$ cat src/rtl/seg7_pkg.sv
// Shared constants and helpers for the 7-segment scan driver.
// Segment patterns are ordered {a,b,c,d,e,f,g}; 1 = lit.
package seg7_pkg;

    localparam logic [6:0] SEG_BLANK = 7'b0000000;
    localparam logic [6:0] SEG_ERR   = 7'b1001111;

    localparam logic [6:0] SEG_TABLE [10] = '{
        7'b1111110, 7'b0110000, 7'b1101101, 7'b1111001, 7'b0110011,
        7'b1011011, 7'b1011111, 7'b1110000, 7'b1111111, 7'b1111011
    };

    function automatic logic is_bcd(input logic [3:0] code);
        return (code <= 4'd9);
    endfunction

endpackage

$ cat src/rtl/seg7_scan_driver_if.sv
// Datapath-to-display bundle: BCD load/blank controls in, segment/anode pins out.
interface seg7_scan_driver_if #(
    parameter int N_DIGITS = 4
);
    logic                    load;
    logic [4*N_DIGITS-1:0]   bcd_in;
    logic [N_DIGITS-1:0]     dp_in;
    logic                    blank;
    logic [6:0]              seg;
    logic                    dp;
    logic [N_DIGITS-1:0]     an;
    logic                    err;

    modport master (output load, bcd_in, dp_in, blank, input seg, dp, an, err);
    modport slave  (input load, bcd_in, dp_in, blank, output seg, dp, an, err);
endinterface

$ cat src/rtl/seg7_digit_decode.sv
// Combinational BCD-to-7-segment decoder; codes 10..15 show "E" and drop valid.
module seg7_digit_decode
    import seg7_pkg::*;
(
    input  logic [3:0] code,
    output logic [6:0] seg,
    output logic       valid
);

    // Table lookup for legal codes, error glyph otherwise
    always_comb begin
        valid = is_bcd(code);
        if (valid) begin
            seg = SEG_TABLE[code];
        end else begin
            seg = SEG_ERR;
        end
    end

endmodule

$ cat src/rtl/seg7_scan_driver.sv
// Time-multiplexed N-digit 7-segment driver: latches a packed BCD word and scans
// a one-hot anode across the digits with leading-zero blanking and an error flag.
module seg7_scan_driver
    import seg7_pkg::*;
#(
    parameter int N_DIGITS    = 4,
    parameter int REFRESH_DIV = 1000,
    parameter int LZ_SUPPRESS = 1
) (
    input  logic               clk,
    input  logic               rst,
    seg7_scan_driver_if.slave  bus
);

    localparam int PRE_W = (REFRESH_DIV > 1) ? $clog2(REFRESH_DIV) : 1;
    localparam int IDX_W = (N_DIGITS > 1) ? $clog2(N_DIGITS) : 1;
    localparam logic [PRE_W-1:0] PRE_LAST = PRE_W'(REFRESH_DIV - 1);
    localparam logic [IDX_W-1:0] IDX_LAST = IDX_W'(N_DIGITS - 1);

    logic [PRE_W-1:0]        pre_cnt_r;
    logic [IDX_W-1:0]        idx_r;
    logic [4*N_DIGITS-1:0]   digits_r;
    logic [N_DIGITS-1:0]     dp_req_r;
    logic [N_DIGITS-1:0]     an_r;
    logic [6:0]              seg_r;
    logic                    dp_r;
    logic                    err_r;

    logic [6:0]              dig_seg_s [N_DIGITS];
    logic [N_DIGITS-1:0]     valid_s;
    logic [N_DIGITS-1:0]     suppress_s;
    logic [N_DIGITS-1:0]     an_s;
    logic [6:0]              act_seg_s;
    logic                    act_dp_s;
    logic                    zero_run_s;

    // Every latched digit is decoded in parallel; the valid flags feed err
    for (genvar g = 0; g < N_DIGITS; g++) begin : g_dec
        seg7_digit_decode u_dec (
            .code  (digits_r[4*g +: 4]),
            .seg   (dig_seg_s[g]),
            .valid (valid_s[g])
        );
    end

    // Prescaler and digit index; idx moves only on prescaler wrap
    always_ff @(posedge clk) begin
        if (rst) begin
            pre_cnt_r <= '0;
            idx_r     <= '0;
        end else if (pre_cnt_r == PRE_LAST) begin
            pre_cnt_r <= '0;
            idx_r     <= (idx_r == IDX_LAST) ? '0 : idx_r + 1'b1;
        end else begin
            pre_cnt_r <= pre_cnt_r + 1'b1;
        end
    end

    // Capture the BCD word and decimal-point requests on load
    always_ff @(posedge clk) begin
        if (rst) begin
            digits_r <= '0;
            dp_req_r <= '0;
        end else if (bus.load) begin
            digits_r <= bus.bcd_in;
            dp_req_r <= bus.dp_in;
        end else begin
            digits_r <= digits_r;
            dp_req_r <= dp_req_r;
        end
    end

    // Leading-zero mask (scanned from the top digit down) and active-digit select
    always_comb begin
        an_s       = '0;
        act_seg_s  = SEG_BLANK;
        act_dp_s   = 1'b0;
        suppress_s = '0;
        zero_run_s = 1'b1;
        for (int k = N_DIGITS - 1; k >= 0; k--) begin
            zero_run_s    = zero_run_s && (digits_r[4*k +: 4] == 4'd0);
            suppress_s[k] = (LZ_SUPPRESS != 0) && (k != 0) && zero_run_s;
        end
        for (int k = 0; k < N_DIGITS; k++) begin
            if (idx_r == IDX_W'(k)) begin
                an_s[k]   = 1'b1;
                act_seg_s = suppress_s[k] ? SEG_BLANK : dig_seg_s[k];
                act_dp_s  = dp_req_r[k];
            end else begin
                an_s[k]   = 1'b0;
            end
        end
    end

    // Output registers; blank gates the pins but never the error flag
    always_ff @(posedge clk) begin
        if (rst) begin
            an_r  <= '0;
            seg_r <= SEG_BLANK;
            dp_r  <= 1'b0;
            err_r <= 1'b0;
        end else begin
            err_r <= ~&valid_s;
            if (bus.blank) begin
                an_r  <= '0;
                seg_r <= SEG_BLANK;
                dp_r  <= 1'b0;
            end else begin
                an_r  <= an_s;
                seg_r <= act_seg_s;
                dp_r  <= act_dp_s;
            end
        end
    end

    assign bus.an  = an_r;
    assign bus.seg = seg_r;
    assign bus.dp  = dp_r;
    assign bus.err = err_r;

endmodule

$ cat src/flat_wrapper.sv
// flat-port wrapper written by rule: the top's interface ports become plain ports
module seg7_scan_driver_flat import seg7_pkg::*;
#(
    parameter int N_DIGITS    = 4,
    parameter int REFRESH_DIV = 1000,
    parameter int LZ_SUPPRESS = 1
)
  (clk, rst, bus_load, bus_bcd_in, bus_dp_in, bus_blank, bus_seg, bus_dp, bus_an, bus_err);
  seg7_scan_driver_if #(.N_DIGITS(N_DIGITS)) bus_i ();
  input  logic clk;
  input  logic rst;
  input wire logic [$bits(bus_i.load)-1:0] bus_load;
  input wire logic [$bits(bus_i.bcd_in)-1:0] bus_bcd_in;
  input wire logic [$bits(bus_i.dp_in)-1:0] bus_dp_in;
  input wire logic [$bits(bus_i.blank)-1:0] bus_blank;
  output wire logic [$bits(bus_i.seg)-1:0] bus_seg;
  output wire logic [$bits(bus_i.dp)-1:0] bus_dp;
  output wire logic [$bits(bus_i.an)-1:0] bus_an;
  output wire logic [$bits(bus_i.err)-1:0] bus_err;
  assign bus_i.load = bus_load;
  assign bus_i.bcd_in = bus_bcd_in;
  assign bus_i.dp_in = bus_dp_in;
  assign bus_i.blank = bus_blank;
  assign bus_seg = bus_i.seg;
  assign bus_dp = bus_i.dp;
  assign bus_an = bus_i.an;
  assign bus_err = bus_i.err;
  seg7_scan_driver #(.N_DIGITS(N_DIGITS), .REFRESH_DIV(REFRESH_DIV), .LZ_SUPPRESS(LZ_SUPPRESS)) u_core (.clk(clk), .rst(rst), .bus(bus_i));
endmodule
$ cat config.mk
export PLATFORM = sky130hd
export DESIGN_NAME = seg7_scan_driver_flat
export DESIGN_NICKNAME = d
export VERILOG_FILES = /design/src/rtl/seg7_pkg.sv /design/src/rtl/seg7_scan_driver_if.sv /design/src/rtl/seg7_digit_decode.sv /design/src/rtl/seg7_scan_driver.sv /design/src/flat_wrapper.sv
export SDC_FILE = /design/constraint.sdc
export NUM_CORES = 1
export LEC_CHECK = 0
export ABC_AREA = 1
export BUFFER_PORTS_ARGS = -buffer_cell sky130_fd_sc_hd__buf_2
export CAP_MARGIN = 10
export CORE_ASPECT_RATIO = 1.75
export CORE_MARGIN = 1
export CORE_UTILIZATION = 45
export DETAILED_ROUTE_END_ITERATION = 10
export PLACE_DENSITY = 0.62
export SETUP_SLACK_MARGIN = 0.3
export SLEW_MARGIN = 0
export SYNTH_ARGS = -nofsm -noshare
export SYNTH_HDL_FRONTEND = slang
export SYNTH_HIERARCHICAL = 1
export SYNTH_SLANG_ARGS = --single-unit
$ cat constraint.sdc
create_clock -name clk -period 2.3 [get_ports clk]
set_input_delay 0.345 -clock clk [delete_from_list [all_inputs] [get_ports clk]]
set_output_delay 0.345 -clock clk [all_outputs]
set_load 0.01 [all_outputs]
==> impl_metrics.json, run 1 <==
{
  "min_period_over_period_pct": 71.20,
  "path_clk_slew_ns": 0.08,
  "drt_iter0_drc": 166,
  "cts_resized": 0,
  "io_pins": 37,
  "rsz0062_at_grt": "false",
  "cts.sinks": 45,
  "rows": 37,
  "r2r-start": "u_core/digits_r[5]",
  "synth_top_family_by_area": "simple AND/OR/NAND/NOR gates",
  "drive_gt1_share_pct": 15.08,
  "fin_setup_tns_ns": 0,
  "cts_tree": "built",
  "cts_buffer_depth": 2,
  "use_met3_pct": 4.015,
  "hold_class": "input port to flop",
  "status": "completed",
  "num-nets-final": 487,
  "fp.dieW_um": 61.61,
  "synthMuxAreaShare_pct": 0,
  "synth_nets": 453,
  "synth_top_area_share_pct": 32.20,
  "cts_buffers": 5,
  "leakage_nw": 1.532,
  "cts_setup_buffers": 0,
  "ir_worst_vdd_mv": 0.5264,
  "max_slew_margin_pct": 52.68,
  "ff2ff_setup_slack_ns": 0.66,
  "grt_pass1_wl_um": 10490,
  "routabilityCongestion": 0.8470,
  "netlist_area_um2": 2798,
  "powerDensity_nw_per_um2": 539.2,
  "fin_ws_ns": 0.6623,
  "setup_violations": 0,
  "synth.avg_cell_area_um2": 7.065,
  "clock.fmax_ghz": 0.6106,
  "yosys-top-cells-area": "dfxtp_1 (32%), ha_1 (15%), nand2_1 (9.9%)",
  "vias_per_cell": 4.890,
  "drtAntennaViolNets": 0,
  "synth-seq-area-share_pct": 32.20,
  "synth_compound_area_share_pct": 12.75,
  "final_cells": 509,
  "grt_util_met1_pct": 22.46,
  "met2_usage_pct": 38.56,
  "syn_to_final_growth_pct": 11.81,
  "synth_xor_area_share_pct": 1.252,
  "grt_antenna_before_repair": 0,
  "clock_latency_ns": 0.30,
  "die_h_um": 106.3,
  "crit_fanout": 5,
  "dp.cells": 501,
  "first_pass_iters": 4,
  "start_kind": "flop",
  "syn_inst": 396,
  "final_core_util_pct": 52.79,
  "worst_pin_slew_ns": 0.7090,
  "hpwl_um": 4666,
  "fin_skew_ns": 0.007154,
  "overflow": 0,
  "htreeDepth": 2,
  "fillers": 648,
  "finalHoldViolations": 0,
  "dieArea_um2": 6549,
  "antenna_cells": 0,
  "wire_per_inst_um": 11.82,
  "yosys_warnings": 6,
  "whs_path_depth": 3,
  "grt_max_degree": 24,
  "crit_start": "u_core/digits_r[5]",
  "min_from": "bus_bcd_in[2]",
  "cp_data_required_time_ns": 2.55,
  "critical_path_class": "flop to flop",
  "setup.worst_path.end_class": "flop",
  "busiest_layer": "met2",
  "synth_top_cell_by_area": "dfxtp_1",
  "initial_utilization_pct": 47.21,
  "post_synth_and_or_nand_nor_area_fraction_pct": 30.64,
  "route.detailed.drc": 0,
  "synthAdderAreaFrac_pct": 14.76,
  "grt_pass1_vias": 2403,
  "grt_usage_pct": 21.43,
  "drv_slew": 0,
  "synth-seq-cells": 45,
  "cp.arrival_ns": 1.89,
  "drv_cap": 0,
  "core_um2": 5926,
  "reg2reg_to": "u_core/bus.seg[6]",
  "min_to": "u_core/digits_r[2]",
  "wirelength_um": 6014,
  "dr_total_vias": 2489,
  "dp_slack_ns": 0.6563,
  "portBuffers": 36,
  "hold_buffers": 0,
  "synth_cell_types": 28,
  "cts-root-buf": "clkbuf_8",
  "rr_worst_depth": 12,
  "finalCriticalPeriod_ns": 1.638
}
sequential cells by signal, indices dropped and copies added (netlist names):
signal            flops
u_core/digits_r      16
u_core/pre_cnt_r     10
u_core/bus.seg        7
u_core/bus.an         4
u_core/dp_req_r       4
u_core/idx_r          2
u_core/bus.dp         1
u_core/bus.err        1
how the worst max path moves through the flow:
| stage | to | cells past startpoint |
|---|---|---|
| 6_report | u_core/bus.seg[6] | 12 |
| 3_5_place_dp | u_core/pre_cnt_r[2] | 5 |
| 2_1_floorplan | u_core/bus.seg[6] | 12 |
| 3_3_place_gp | u_core/bus.seg[6] | 12 |
| 5_1_grt | u_core/bus.seg[5] | 8 |
| 4_1_cts | u_core/bus.seg[6] | 12 |
worst max-delay path, stage by stage, from the launching register on:
cell and delay, ns:
dfxtp_1 0.42, inv_1 0.14, ha_1 0.19, or2_1 0.23, o211ai_1 0.09, nand2_1 0.07
inv_1 0.06, nand2_1 0.06, nand2_1 0.06, nand2_1 0.05, nand2_1 0.07, nand2_1 0.05
nand2_1 0.07
Yosys cell counts, drive strengths merged:
library cell	number
inv	51
nand4	1
a21boi	4
o211ai	8
ha	33
or2	10
nand2	75
a21oi	19
a41oi	1
xor2	3
buf	3
nand3	36
dfxtp	45
clkbuf	6
nor3b	2
nor2	64
nor3	2
xnor2	1
o21ai	31
nand3b	1
final cells by class:
cell class                      count  area (um2)  share of cell area (%)
Timing Repair Buffer               36       180.2                   5.760
Multi-Input combinational cell    291        1662                   53.12
Sequential cell                    45       900.9                   28.80
Tap cell                           78       97.59                   3.120
Clock buffer                        6       82.58                   2.640
Inverter                           51       191.4                   6.120
Clock inverter                      2       13.76                  0.4400
cell usage in the layout, fill, tap and decap left out:
master and instances:
nor3_2 1, nor3_4 1, inv_1 45, nand2_2 1
clkbuf_8 6, a21oi_1 17, nor2_2 6, ha_1 33
nor3b_2 2, nand3_1 34, nand3b_1 1, o21ai_0 31
clkinv_2 1, clkinv_4 1, a21boi_0 4, buf_2 36
nand2_1 74, xnor2_1 1, a41oi_1 1, dfxtp_1 45
xor2_1 3, or2_1 9, nor2_1 58, inv_2 6
nand3_2 2, nand4_1 1, a21oi_2 2, or2_0 1
o211ai_1 8
metal layers:
layer / wire (um) / vias up
met5: 0 / -
met4: 171 / 0
met3: 151 / 11
met2: 3270 / 37
met1: 2420 / 1115
li1: - / 1326
where the power goes:
| group | total [mW] | internal [mW] | switching, mW |
|---|---|---|---|
| combinational | 0.308 | 0.119 | 0.190 |
| sequential | 0.861 | 0.819 | 0.0417 |
| clock | 0.517 | 0.244 | 0.274 |
| total | 1.69 | 1.18 | 0.505 |
through the flow:
stage                     instance area, um2  hold WS (ns)  total power, mW
after detailed placement                3032        0.4536            1.189
after global placement                  3032        0.4405            1.186
after CTS                               3128        0.2466            1.711
after global routing                    3128        0.2658            1.798
final                                   3128        0.2578            1.687
after floorplan                         2798        0.4174            1.095
logic make-up (layout without fill, tap and decap cells):
| kind of cell | Yosys count | count (layout) |
|---|---|---|
| AND/OR/NAND/NOR | 191 | 191 |
| XOR/XNOR | 4 | 4 |
| buffers and inverters | 60 | 95 |
| AO/OA/AOI/OAI | 63 | 63 |
| flip-flops | 45 | 45 |
| adder cells (fa/ha/maj) | 33 | 33 |
No activity file was read; power rests on OpenSTA's default activity.
==> run 2, diff against run 1 <==
Settings changed: ABC_AREA 1 to 0.
Clock period 2.3 ns to 1.7 ns, I/O delays scaled along.
==> run 2 against run 1 <==
Effect of this change:
- first-iteration DRC count down 66%
- clock skew up 0.0012 ns
- cell count down 6.7%
- largest cell class unchanged
==> impl_metrics.json, run 2 <==
{
  "path_buf_inv": 1,
  "drv_slew": 0,
  "synth_flop_cell": "dfxtp_1",
  "vias_per_cell": 5.278,
  "synth-seq-area-share_pct": 31.83,
  "max_slew_margin_pct": 73.35,
  "grt_max_degree": 21,
  "finalCriticalPeriod_ns": 1.671,
  "fp.dieW_um": 61.95,
  "finalHoldViolations": 0,
  "grt_pass1_wl_um": 10900,
  "crit_fanout": 4,
  "fin_total_pwr_mw": 2.479,
  "core_um2": 5972,
  "clock_latency_ns": 0.30,
  "ff2ff_setup_slack_ns": 0.03,
  "wire_per_inst_um": 14.59,
  "status": "completed",
  "drive_gt1_share_pct": 42.82,
  "hold_class": "input port to flop",
  "synth_nets": 384,
  "fin_skew_ns": 0.008325,
  "placed_area_um2": 3273,
  "cts_buffers": 5,
  "routabilityCongestion": 0.8304,
  "power.switching_mw": 0.7410,
  "clock.fmax_ghz": 0.5985,
  "layout_commonest_cell": "buf_2",
  "worst_pin_slew_ns": 0.3992,
  "portBuffers": 36,
  "wirelength_um": 6932,
  "initial_utilization_pct": 47.39,
  "rows": 37,
  "layout_common_cells": "buf_2 (36), nor2_1 (33), buf_4 (33)",
  "synth_edf_count": 0,
  "top_register": "u_core/digits_r",
  "critPathTopFamily": "compound AO/OA/AOI/OAI gates",
  "min_period_over_period_pct": 98.29,
  "num-nets-final": 453,
  "critical_path_class": "flop to flop",
  "critical_path.max_stage_delay_ns": 0.41,
  "cp_cell_sequence": "inv_4 > ha_4 > o21bai_4 > o32a_1 > nand3_2 > a32o_1 > a311oi_1",
  "cp_data_required_time_ns": 1.90,
  "rsz0062_at_grt": "true",
  "sw_frac_of_total_pct": 29.89,
  "seqPwrFrac_pct": 46.7,
  "drt_iter0_drc": 57,
  "pwr-share-clk_pct": 29.3,
  "synth_top_area_share_pct": 31.83,
  "fin_setup_tns_ns": 0,
  "antenna_cells": 0,
  "setup.worst_path.end_class": "flop",
  "whs_ns": 0.1822,
  "ir_worst_vdd_mv": 0.4094,
  "cts.sinks": 45,
  "route.detailed.drc": 0,
  "cts_buffer_depth": 2,
  "synth_cell_types": 44,
  "io_pins": 37,
  "grt_usage_pct": 22.02,
  "power_frac_comb_pct": 23.9,
  "setup_violations": 0,
  "syn_inst": 327,
  "dieArea_um2": 6623,
  "internal-power_mw": 1.738,
  "hpwl_um": 4857,
  "cts-root-buf": "clkbuf_8",
  "cts_tree": "built",
  "die_h_um": 106.9,
  "synth.avg_cell_area_um2": 8.655,
  "synth_top_cells_by_count": "dfxtp_1 (45), nor2_1 (39), ha_1 (33)",
  "netlist_area_um2": 2830,
  "synth-seq-cells": 45,
  "fin_area_um2": 3885,
  "powerDensity_nw_per_um2": 638.0,
  "synth_top_cell_by_area": "dfxtp_1",
  "first_pass_iters": 4,
  "grt_pass1_vias": 2446,
  "drtAntennaViolNets": 0,
  "drv_cap": 0,
  "yosys_warnings": 6,
  "dr_total_vias": 2507,
  "cp.arrival_ns": 1.87,
  "yosys-top-cells-area": "dfxtp_1 (32%), ha_1 (15%), mux2i_1 (7.4%)",
  "grt_antenna_before_repair": 0,
  "htreeDepth": 2,
  "yosysMostFrequentCell": "dfxtp_1",
  "leakage_nw": 1.684,
  "largest_reg_flops": 16,
  "slowest_stage": "dfxtp_4",
  "syn_to_final_growth_pct": 37.27,
  "async_reset_ff_share_pct": 0,
  "overflow": 0,
  "path_clk_slew_ns": 0.09,
  "start_kind": "flop"
}
run 2: cell types whose count changed after synthesis, sizes merged, moves of 12 or more:
cell	delta
o21ai	-31
inv	-31
nand2	-47
nor2	-25
a21o	+12
nand3	-18
mux2i	+21
run 2: worst register-to-register path: stages (launching register included):
cell      delay [ns]
dfxtp_4         0.41
inv_4           0.06
ha_4            0.16
o21bai_4        0.15
o32a_1          0.21
nand3_2         0.08
a32o_1          0.25
a311oi_1        0.25
run 2: final timing paths:
kind / to / cells past startpoint / startpoint
worst max register to register: u_core/bus.seg[2] / 7 / u_core/digits_r[12]
worst max-delay path: u_core/bus.seg[2] / 7 / u_core/digits_r[12]
worst min register to register: u_core/bus.dp / 2 / u_core/dp_req_r[3]
worst min-delay path: u_core/dp_req_r[3] / 3 / bus_dp_in[3]
run 2: power groups by stage:
stage                     Sequential [mW]  Combinational (mW)  Clock (mW)
after floorplan                      1.18               0.334           0
after global placement               1.19               0.456           0
after detailed placement             1.19               0.462           0
after CTS                            1.16               0.555       0.755
after global routing                 1.17               0.651       0.800
final                                1.16               0.594       0.727
run 2: stage by stage:
step	setup WS (ns)	util, %	std cells
after CTS	0.05855	62.31	471
after detailed placement	0.03824	54.81	443
final	0.02912	65.05	475
after global routing	-0.01252	65.05	475
after floorplan	0.1864	-	327
after global placement	0.07782	54.81	443
run 2: kinds of logic (layout without fill, tap and decap cells):
group	Yosys count	count (layout)	share of synthesized area (%)
flip-flops	45	45	31.83
buffers and inverters	36	105	5.349
AO/OA/AOI/OAI	57	57	16.14
adder cells (fa/ha/maj)	33	33	14.59
multiplexers	21	21	7.427
XOR/XNOR	8	8	2.476
AND/OR/NAND/NOR	127	128	22.19
run 2: metal layers:
layer | part of all wire, % | global-route usage, % | up-vias
met4 | 3.2 | 7.302 | 0
met2 | 56 | 41.95 | 53
met5 | 0 | 0 | -
met1 | 38 | 22.25 | 1167
li1 | - | - | 1267
met3 | 3.1 | 3.981 | 20
run 2: repair_timing:
action | CTS | global route
pin swaps | 21 | 21
hold buffers | 0 | 0
buffers inserted | 19 | 4
setup endpoints to repair | 16 | 18
cloned | 1 | 0
gates resized for setup | 38 | 35
run 2: final cells by class:
| class | instances | area, um2 |
|---|---|---|
| multi-input cells | 247 | 2115 |
| fillers | 506 | 2087 |
| repair buffers | 77 | 535.5 |
| clock buffers | 6 | 82.58 |
| clock inverters | 2 | 17.52 |
| well taps | 78 | 97.59 |
| inverters | 20 | 87.58 |
| flip-flops and latches | 45 | 949.7 |
